$ cat src/rtl/core_pkg.sv
// Shared core types: opcode map, destination one-hot and the
// routed operand beat carried from register read into execute.
package core_pkg;

    localparam int RT_N  = 16;
    localparam int RT_AW = 4;

    localparam logic [3:0] OP_ALU_R0 = 4'h0;
    localparam logic [3:0] OP_ALU_R3 = 4'h3;
    localparam logic [3:0] OP_ALU_I0 = 4'h4;
    localparam logic [3:0] OP_ALU_I3 = 4'h7;
    localparam logic [3:0] OP_ST0    = 4'h8;
    localparam logic [3:0] OP_ST1    = 4'h9;
    localparam logic [3:0] OP_BR0    = 4'hA;
    localparam logic [3:0] OP_BR1    = 4'hB;

    typedef logic [2:0] dest_t;

    localparam dest_t DEST_NONE = 3'b000;
    localparam dest_t DEST_ALU  = 3'b001;
    localparam dest_t DEST_MEM  = 3'b010;
    localparam dest_t DEST_BR   = 3'b100;

    typedef struct packed {
        logic [RT_N-1:0] inp2;
        dest_t           dest_oh;
        logic            fwd_hit;
    } route_beat_t;

endpackage

$ cat src/rtl/rs2_route_stage_if.sv
// Handshake bundle for the rs2 routing stage: upstream beat, writeback
// bypass, downstream beat and stall counter. master = driver side.
interface rs2_route_stage_if #(
    parameter int N     = 16,
    parameter int AW    = 4,
    parameter int CNT_W = 16
);
    logic             in_valid;
    logic             in_ready;
    logic [3:0]       op_code;
    logic [AW-1:0]    rs2_addr;
    logic [N-1:0]     rs2_in;
    logic [N-1:0]     imm_in;
    logic             wb_en;
    logic [AW-1:0]    wb_addr;
    logic [N-1:0]     wb_data;
    logic             out_valid;
    logic             out_ready;
    logic [N-1:0]     inp2;
    logic [2:0]       dest_oh;
    logic             fwd_hit;
    logic [CNT_W-1:0] stall_cnt;

    modport master (
        output in_valid, op_code, rs2_addr, rs2_in, imm_in,
        output wb_en, wb_addr, wb_data, out_ready,
        input  in_ready, out_valid, inp2, dest_oh, fwd_hit, stall_cnt
    );

    modport slave (
        input  in_valid, op_code, rs2_addr, rs2_in, imm_in,
        input  wb_en, wb_addr, wb_data, out_ready,
        output in_ready, out_valid, inp2, dest_oh, fwd_hit, stall_cnt
    );
endinterface

$ cat src/rtl/rs2_route_decode.sv
// Opcode decode for operand-2 routing.
// Ports: op_code_i -> dest_oh_o (one-hot), use_imm_o, uses_rs2_o.
module rs2_route_decode
    import core_pkg::*;
(
    input  logic [3:0] op_code_i,
    output dest_t      dest_oh_o,
    output logic       use_imm_o,
    output logic       uses_rs2_o
);

    always_comb begin
        dest_oh_o  = DEST_NONE;
        use_imm_o  = 1'b0;
        uses_rs2_o = 1'b0;
        unique case (1'b1)
            op_code_i inside {[OP_ALU_R0:OP_ALU_R3]}: begin
                dest_oh_o  = DEST_ALU;
                uses_rs2_o = 1'b1;
            end
            op_code_i inside {[OP_ALU_I0:OP_ALU_I3]}: begin
                dest_oh_o = DEST_ALU;
                use_imm_o = 1'b1;
            end
            op_code_i inside {[OP_ST0:OP_ST1]}: begin
                dest_oh_o  = DEST_MEM;
                uses_rs2_o = 1'b1;
            end
            op_code_i inside {[OP_BR0:OP_BR1]}: begin
                dest_oh_o  = DEST_BR;
                uses_rs2_o = 1'b1;
            end
            default: begin
                dest_oh_o = DEST_NONE;
            end
        endcase
    end

endmodule

$ cat src/rtl/rs2_route_stage.sv
// Registered operand-2 routing stage with bypass and 2-entry skid buffer.
// Ports: clk, rst (sync, active-high), bus (slave side of rs2_route_stage_if).
module rs2_route_stage
    import core_pkg::*;
#(
    parameter int N     = RT_N,
    parameter int AW    = RT_AW,
    parameter int CNT_W = 16
) (
    input  logic                   clk,
    input  logic                   rst,
    rs2_route_stage_if.slave       bus
);

    dest_t            dec_dest;
    logic             dec_imm;
    logic             dec_rs2;
    logic             fwd_sel;
    logic [N-1:0]     rs2_val;
    route_beat_t      in_beat;

    route_beat_t      main_q, main_d;
    route_beat_t      skid_q, skid_d;
    logic             main_v_q, main_v_d;
    logic             skid_v_q, skid_v_d;
    logic [CNT_W-1:0] stall_q, stall_d;

    logic             accept;
    logic             fire;

    rs2_route_decode u_dec (
        .op_code_i  (bus.op_code),
        .dest_oh_o  (dec_dest),
        .use_imm_o  (dec_imm),
        .uses_rs2_o (dec_rs2)
    );

    // Bypass only for rs2-sourced ops; register 0 is not special here.
    assign fwd_sel = dec_rs2 & bus.wb_en
                   & (bus.wb_addr[AW-1:0] == bus.rs2_addr[AW-1:0]);
    assign rs2_val = fwd_sel ? bus.wb_data : bus.rs2_in;

    always_comb begin
        in_beat         = '0;
        in_beat.dest_oh = dec_dest;
        if (dec_imm) begin
            in_beat.inp2 = bus.imm_in;
        end else if (dec_rs2) begin
            in_beat.inp2    = rs2_val;
            in_beat.fwd_hit = fwd_sel;
        end
    end

    // in_ready comes only from skid occupancy, never from out_ready.
    assign accept = bus.in_valid & ~skid_v_q;
    assign fire   = main_v_q & bus.out_ready;

    always_comb begin
        main_d   = main_q;
        skid_d   = skid_q;
        main_v_d = main_v_q;
        skid_v_d = skid_v_q;
        if (fire) begin
            if (skid_v_q) begin
                main_d   = skid_q;
                skid_v_d = 1'b0;
            end else begin
                main_v_d = accept;
                if (accept) main_d = in_beat;
            end
        end else if (accept) begin
            if (main_v_q) begin
                skid_d   = in_beat;
                skid_v_d = 1'b1;
            end else begin
                main_d   = in_beat;
                main_v_d = 1'b1;
            end
        end
    end

    always_comb begin
        stall_d = stall_q;
        if (main_v_q && !bus.out_ready && !(&stall_q)) begin
            stall_d = stall_q + 1'b1;
        end
    end

    always_ff @(posedge clk) begin
        if (rst) begin
            main_q   <= '0;
            skid_q   <= '0;
            main_v_q <= 1'b0;
            skid_v_q <= 1'b0;
            stall_q  <= '0;
        end else begin
            main_q   <= main_d;
            skid_q   <= skid_d;
            main_v_q <= main_v_d;
            skid_v_q <= skid_v_d;
            stall_q  <= stall_d;
        end
    end

    assign bus.in_ready  = ~skid_v_q;
    assign bus.out_valid = main_v_q;
    assign bus.inp2      = main_q.inp2;
    assign bus.dest_oh   = main_q.dest_oh;
    assign bus.fwd_hit   = main_q.fwd_hit;
    assign bus.stall_cnt = stall_q;

endmodule

$ cat src/flat_wrapper.sv
// flat-port wrapper written by rule: the top's interface ports become plain ports
module rs2_route_stage_flat import core_pkg::*;
#(
    parameter int N     = RT_N,
    parameter int AW    = RT_AW,
    parameter int CNT_W = 16
)
  (clk, rst, bus_in_valid, bus_op_code, bus_rs2_addr, bus_rs2_in, bus_imm_in, bus_wb_en, bus_wb_addr, bus_wb_data, bus_out_ready, bus_in_ready, bus_out_valid, bus_inp2, bus_dest_oh, bus_fwd_hit, bus_stall_cnt);
  rs2_route_stage_if #(.N(N), .AW(AW), .CNT_W(CNT_W)) bus_i ();
  input  logic clk;
  input  logic rst;
  input wire logic [$bits(bus_i.in_valid)-1:0] bus_in_valid;
  input wire logic [$bits(bus_i.op_code)-1:0] bus_op_code;
  input wire logic [$bits(bus_i.rs2_addr)-1:0] bus_rs2_addr;
  input wire logic [$bits(bus_i.rs2_in)-1:0] bus_rs2_in;
  input wire logic [$bits(bus_i.imm_in)-1:0] bus_imm_in;
  input wire logic [$bits(bus_i.wb_en)-1:0] bus_wb_en;
  input wire logic [$bits(bus_i.wb_addr)-1:0] bus_wb_addr;
  input wire logic [$bits(bus_i.wb_data)-1:0] bus_wb_data;
  input wire logic [$bits(bus_i.out_ready)-1:0] bus_out_ready;
  output wire logic [$bits(bus_i.in_ready)-1:0] bus_in_ready;
  output wire logic [$bits(bus_i.out_valid)-1:0] bus_out_valid;
  output wire logic [$bits(bus_i.inp2)-1:0] bus_inp2;
  output wire logic [$bits(bus_i.dest_oh)-1:0] bus_dest_oh;
  output wire logic [$bits(bus_i.fwd_hit)-1:0] bus_fwd_hit;
  output wire logic [$bits(bus_i.stall_cnt)-1:0] bus_stall_cnt;
  assign bus_i.in_valid = bus_in_valid;
  assign bus_i.op_code = bus_op_code;
  assign bus_i.rs2_addr = bus_rs2_addr;
  assign bus_i.rs2_in = bus_rs2_in;
  assign bus_i.imm_in = bus_imm_in;
  assign bus_i.wb_en = bus_wb_en;
  assign bus_i.wb_addr = bus_wb_addr;
  assign bus_i.wb_data = bus_wb_data;
  assign bus_i.out_ready = bus_out_ready;
  assign bus_in_ready = bus_i.in_ready;
  assign bus_out_valid = bus_i.out_valid;
  assign bus_inp2 = bus_i.inp2;
  assign bus_dest_oh = bus_i.dest_oh;
  assign bus_fwd_hit = bus_i.fwd_hit;
  assign bus_stall_cnt = bus_i.stall_cnt;
  rs2_route_stage #(.N(N), .AW(AW), .CNT_W(CNT_W)) u_core (.clk(clk), .rst(rst), .bus(bus_i));
endmodule
$ cat config.mk
export PLATFORM = sky130hd
export DESIGN_NAME = rs2_route_stage_flat
export DESIGN_NICKNAME = d
export VERILOG_FILES = /design/src/rtl/core_pkg.sv /design/src/rtl/rs2_route_stage_if.sv /design/src/rtl/rs2_route_decode.sv /design/src/rtl/rs2_route_stage.sv /design/src/flat_wrapper.sv
export SDC_FILE = /design/constraint.sdc
export NUM_CORES = 1
export LEC_CHECK = 0
export CAP_MARGIN = 0
export CORE_MARGIN = 10
export CORE_UTILIZATION = 45
export DETAILED_ROUTE_END_ITERATION = 10
export DONT_BUFFER_PORTS = 1
export GPL_TIMING_DRIVEN = 1
export PLACE_DENSITY = 0.59
export SLEW_MARGIN = 40
export SYNTH_ARGS = -nofsm -noshare
export SYNTH_HDL_FRONTEND = slang
export SYNTH_SLANG_ARGS = --single-unit
$ cat constraint.sdc
create_clock -name clk -period 2.25 [get_ports clk]
set_input_delay 0.45 -clock clk [delete_from_list [all_inputs] [get_ports clk]]
set_output_delay 0.45 -clock clk [all_outputs]
set_load 0.1 [all_outputs]
# After elaboration in Yosys (flattened, before gate mapping)
# Cells that the tools add are included.
# Widths: inputs -> output; s select.
word_totals:
  input_bits: 65
  mem_bits_rw: 0
  latch_bits: 0
  register_bits: 58
  romBits: 0
  word_cells: 61
  output_inout_bits: 38
  mem_count: 0
op_classes:
  bitwise_logic: 6
  mul: 0
  add_sub_neg: 1
  muxes: 16
  eq_ne: 3
  div_mod_pow: 0
  n_reduce_logical: 18
  shift: 0
  magnitude_cmp: 8
op_table:
  columns: ["op", "count"]
  rows:
  - ["$mux 20", 5]
  - ["$mux 16", 3]
  - ["$add 16x1->16 const B", 1]
  - ["$reduce_and 16->1", 1]
  - ["$pmux 3 s3", 1]
  - ["$ge 4x4->1 const B", 2]
  - ["$le 4x4->1 const B", 2]
  - ["$mux 1", 7]
  - ["$logic_and 1x1->1", 6]
  - ["$reduce_and 3->1", 2]
  - ["$and 1x1->1", 4]
  - ["$eq 4x4->1", 1]
  - ["$ge 4x1->1 const B", 1]
  - ["$ge 4x3->1 const B", 1]
  - ["$le 4x2->1 const B", 1]
  - ["$le 4x3->1 const B", 1]
  - ["$ne 2x2->1 const B", 2]
  - ["$reduce_and 2->1", 2]
  - ["$reduce_bool 2->1", 2]
  - ["$reduce_or 2->1", 2]
  - ["$reduce_or 3->1", 1]
  - ["$logic_not 1->1", 2]
  - ["$not 1->1", 2]

# Longest topological paths before layout
depth:
  depth_word: 12
  mapped_depth: 7
  depth_no_buf: 5

# Modules after synthesis
# Synthesis repeated with hierarchy kept, for this count alone.
hier_totals:
  cells_unflattened: 405
  hier_area_um2: 3319.4
by_module_without_submodules:
  columns: ["mod", "area_each_um2", "cells_per_inst", "seq_area_each_um2", "instances"]
  rows:
  - ["rs2_route_stage", 3284.4, 400, 1161.1, 1]
  - ["rs2_route_decode", 35.0, 5, 0.0, 1]

# Worst setup path after synthesis
# OpenSTA, ideal clock, no wires.
synth_timing:
  kind: "reg2reg"
  startpoint: "register u_core.stall_q[4], in the netlist u_core.bus.stall_cnt[4]"
  endpoint: "register u_core.stall_q[13], in the netlist u_core.bus.stall_cnt[13]"
  required_ns: 2.180
  stages_incl_launch_ff: 5
  synth_period_minus_slack_ns: 2.335
  slack_ns: -0.085
  arrival_ns: 2.264
  n_path_buf: 0
  setup_time_ns: 0.070
  path_cell_list: "dfxtp_1 > nand4_2 > or3_4 > or4_1 > a21oi_1"
synth_between:
  elab_chain_cells: 3
  elab_cells_between_ends: 4
  cone_classes: "1 x add/sub; 3 x reduce/logical"
synth_rtl:
  columns: ["element", "line", "source"]
  rows:
  - ["from (decl)", "rs2_route_stage.sv:26", "logic [CNT_W-1:0] stall_q, stall_d;"]
  - ["from (signal assigned)", "rs2_route_stage.sv:101", "stall_q <= stall_d;"]
  - ["parallel branches: the longest is 3 deep, another holds $add 16x1->16", null, null]
# Parallel ways; which one is timed is not known.
# A chain may end at the register's enable or synchronous reset.

# Worst setup path after layout
layout_timing:
  startpoint: "register u_core.main_v_q, in the netlist u_core.bus.out_valid"
  endpoint: "register u_core.stall_q[5], in the netlist u_core.bus.stall_cnt[5]"
layout_between:
  elab_chain_cells: 2
layout_rtl:
  columns: ["element", "line", "source"]
  rows:
  - ["from (decl)", "rs2_route_stage.sv:24", "logic main_v_q, main_v_d;"]
  - ["from (signal assigned)", "rs2_route_stage.sv:99", "main_v_q <= main_v_d;"]
  - ["$logic_and 1x1->1 (2 in series)", "rs2_route_stage.sv:84", "if (main_v_q && !bus.out_ready && !(&stall_q)) begin"]
# Every way passes these cells.

==> results.sh <==
export IMPL_clock_tree_root_cell="clkbuf_8"
export IMPL_grt_setup_unrepaired="no"
export IMPL_netlist_instances=333
export IMPL_die_h_um=100
export IMPL_syn_area_mm2=0.00290
export IMPL_yosysTopAreaCell="dfxtp_1"
export IMPL_start_util=0.459
export IMPL_r2r_setup_slack_ns=0.56
export IMPL_insertion_delay_ns=0.33
export IMPL_drtAntennaViolNets=0
export IMPL_cp_slowest_cell="or4_1"
export IMPL_drtPass1Iterations=7
export IMPL_r2r_cells=4
export IMPL_cts_tree="done"
export IMPL_hp_class="in2reg"
export IMPL_critPathMaxStageDelay_ns=0.53
export IMPL_dpl_instance_area_mm2=0.00321
export IMPL_diodes=0
export IMPL_min_path_cells=1
export IMPL_ys_seq_area_frac=0.401
export IMPL_nNetsFinal=425
export IMPL_status="finished clean"
export IMPL_synth_top_cell_area_share=0.401
export IMPL_arrival_ns=1.94
export IMPL_routabilityCongestion=0.799
export IMPL_antenna_found_initial=0
export IMPL_syn_area_per_cell_um2=8.70
export IMPL_clock_sinks=58
export IMPL_fmax_ghz=0.592
export IMPL_netlist_top_cells_count="dfxtp_1, a21oi_1, nand2_1, o31ai_1, clkbuf_1"
export IMPL_hold_violations=0
export IMPL_core_area_mm2=0.00631
export IMPL_crit_chain="nor2b_4 > nand2_1 > or4_1 > a21oi_1"
export IMPL_crit_family="simple AND/OR/NAND/NOR gates"
export IMPL_tightest_slew_ns=0.712
export IMPL_synthMostInstantiatedCell="dfxtp_1"
export IMPL_leakagePower_uw=0.00125
export IMPL_period_share=0.750
export IMPL_crit_start="u_core.bus.out_valid"
export IMPL_setup_viol=0
export IMPL_stdcell_area_mm2=0.00343
export IMPL_routed_wl_um=8620
export IMPL_peakVddDrop_uv=410
export IMPL_ys_async_sr_fraction=0
export IMPL_first_iter_violations=167
export IMPL_ioPinCount=103
export IMPL_worstSetupPathDepth=4
export IMPL_area_delta_synth_final_pct=18.3
export IMPL_vias=2768
export IMPL_grt_pass1_wl_um=13900
export IMPL_post_cts_buffers=0
export IMPL_drive_gt1_frac=0.223
export IMPL_crit_path_max_fanout=11
export IMPL_finalMaxSlewViolations=0
export IMPL_yosys_warnings=0
export IMPL_layout_min_cycle_time_ns=1.69
export IMPL_power_density_mw_per_mm2=756
export IMPL_routed_via_density=6.28
export IMPL_syn_nets=399
export IMPL_required_ns=2.51
export IMPL_cp_end_kind="flop"
export IMPL_dieArea_mm2=0.0100
export IMPL_synth_ff_type="dfxtp_1"
export IMPL_holdBufCountCts=0
export IMPL_synth_cell_types=45
export IMPL_gr_total_overflow=0
export IMPL_rows=29
export IMPL_cts_buffers=9
export IMPL_grt_pass1_vias=2736
export IMPL_grt_util_all_layers=0.169
export IMPL_finalCoreUtilization=0.543
export IMPL_fin_tns_setup_ns=0
export IMPL_synth_area_leaders="dfxtp_1, a21oi_1, o31ai_1"
export IMPL_drcViolationCount=0
export IMPL_port_buffers=0
export IMPL_clock_path_buffers=2
export IMPL_slew_limit_headroom=0.526
export IMPL_cts_resized=0
export IMPL_startpoint_type="flop"
export IMPL_max_cap_violations=0
export IMPL_htreeDepth=3
export IMPL_grt_max_degree=48
export IMPL_nFillCells=649
export IMPL_synth_edf_count=0
export IMPL_clk_pin_slew_ns=0.06
export IMPL_die_x_um=100
export IMPL_rr_startpoint="u_core.bus.out_valid"
export IMPL_hold_path_startpoint="rst"
export IMPL_fin_worst_skew_ns=0.00874
export IMPL_wl_per_cell_um=19.6
export IMPL_crit_buf_inv=0
export IMPL_place_hpwl_um=5900
export IMPL_synth_ff_latch_count=58
export IMPL_worstSetupPathType="reg2reg"
state kept, by name, summed over array words and instances (netlist names):
name	count
u_core.bus.fwd_hit	1
u_core.skid_v_q	1
u_core.bus.out_valid	1
u_core.bus.inp2	16
u_core.bus.stall_cnt	16
u_core.skid_q	20
u_core.bus.dest_oh	3
cells in the final DEF (no fill, tap or decap), types with 2 or more instances in the layout:
cell type / instances
dfxtp_2: 10
a222oi_1: 16
clkbuf_8: 10
nor2_1: 9
o21ai_0: 4
nand3_1: 8
dfxtp_1: 48
nand2_1: 34
o32ai_1: 16
bufinv_16: 2
nand2b_1: 3
and3_1: 19
mux2i_1: 2
xor2_1: 3
or3_1: 4
o31ai_1: 24
and4_1: 2
or4_1: 9
and2_1: 2
a21oi_1: 36
nor2b_1: 2
inv_1: 4
nor3_1: 4
buf_4: 45
nand4_1: 5
clkinv_2: 4
a22oi_1: 16
a211oi_1: 4
final cells by class:
class                   count  area [um^2]  area share
multi-input cells         240         1580       0.462
flip-flops and latches     58         1170       0.342
repair buffers             45          338      0.0986
clock buffers              10          138      0.0402
well taps                  77         96.3      0.0281
clock inverters             6         80.1      0.0234
inverters                   5         18.8     0.00548
cell families after synthesis:
family / after synthesis / share of synthesized area
mux: 3 / 0.0108
simple gates: 112 / 0.218
buf+inv: 35 / 0.0561
xor+xnor: 4 / 0.0121
flops: 58 / 0.401
compound gates: 120 / 0.298
fa+ha+maj: 1 / 0.00432
power by group:
| part | internal, uW | switching (uW) | total [uW] |
|---|---|---|---|
| Combinational | 111 | 335 | 446 |
| Sequential | 1060 | 18.2 | 1080 |
| Clock | 646 | 418 | 1060 |
| Total | 1820 | 771 | 2590 |
stage by stage:
step                hold slack [ns]  cells  worst slack, ns  total power [uW]
floorplan                     0.426    333         -0.00177              1470
global placement              0.434    425            0.509              1550
detailed placement            0.440    425            0.500              1550
CTS                           0.169    441            0.543              2610
global route                  0.166    441            0.437              2670
finish                        0.182    441            0.562              2590
final timing paths:
check	to
worst max-delay path	u_core.bus.stall_cnt[5]
worst min-delay path	u_core.bus.stall_cnt[13]
worst max register to register	u_core.bus.stall_cnt[5]
worst min register to register	u_core.skid_q[0]
worst reg2reg max path, stage by stage (launching register included):
cell and delay, ns:
dfxtp_2 0.38, nor2b_4 0.29, nand2_1 0.27, or4_1 0.53
a21oi_1 0.16
layer usage:
metal  part of all wire  wire [um]  track usage
met1               0.43       3670        0.199
met2               0.46       3940        0.267
met5                  0          0            0
met4              0.011         91       0.0598
met3               0.11        919       0.0721
(Power assumes the default switching activity.)
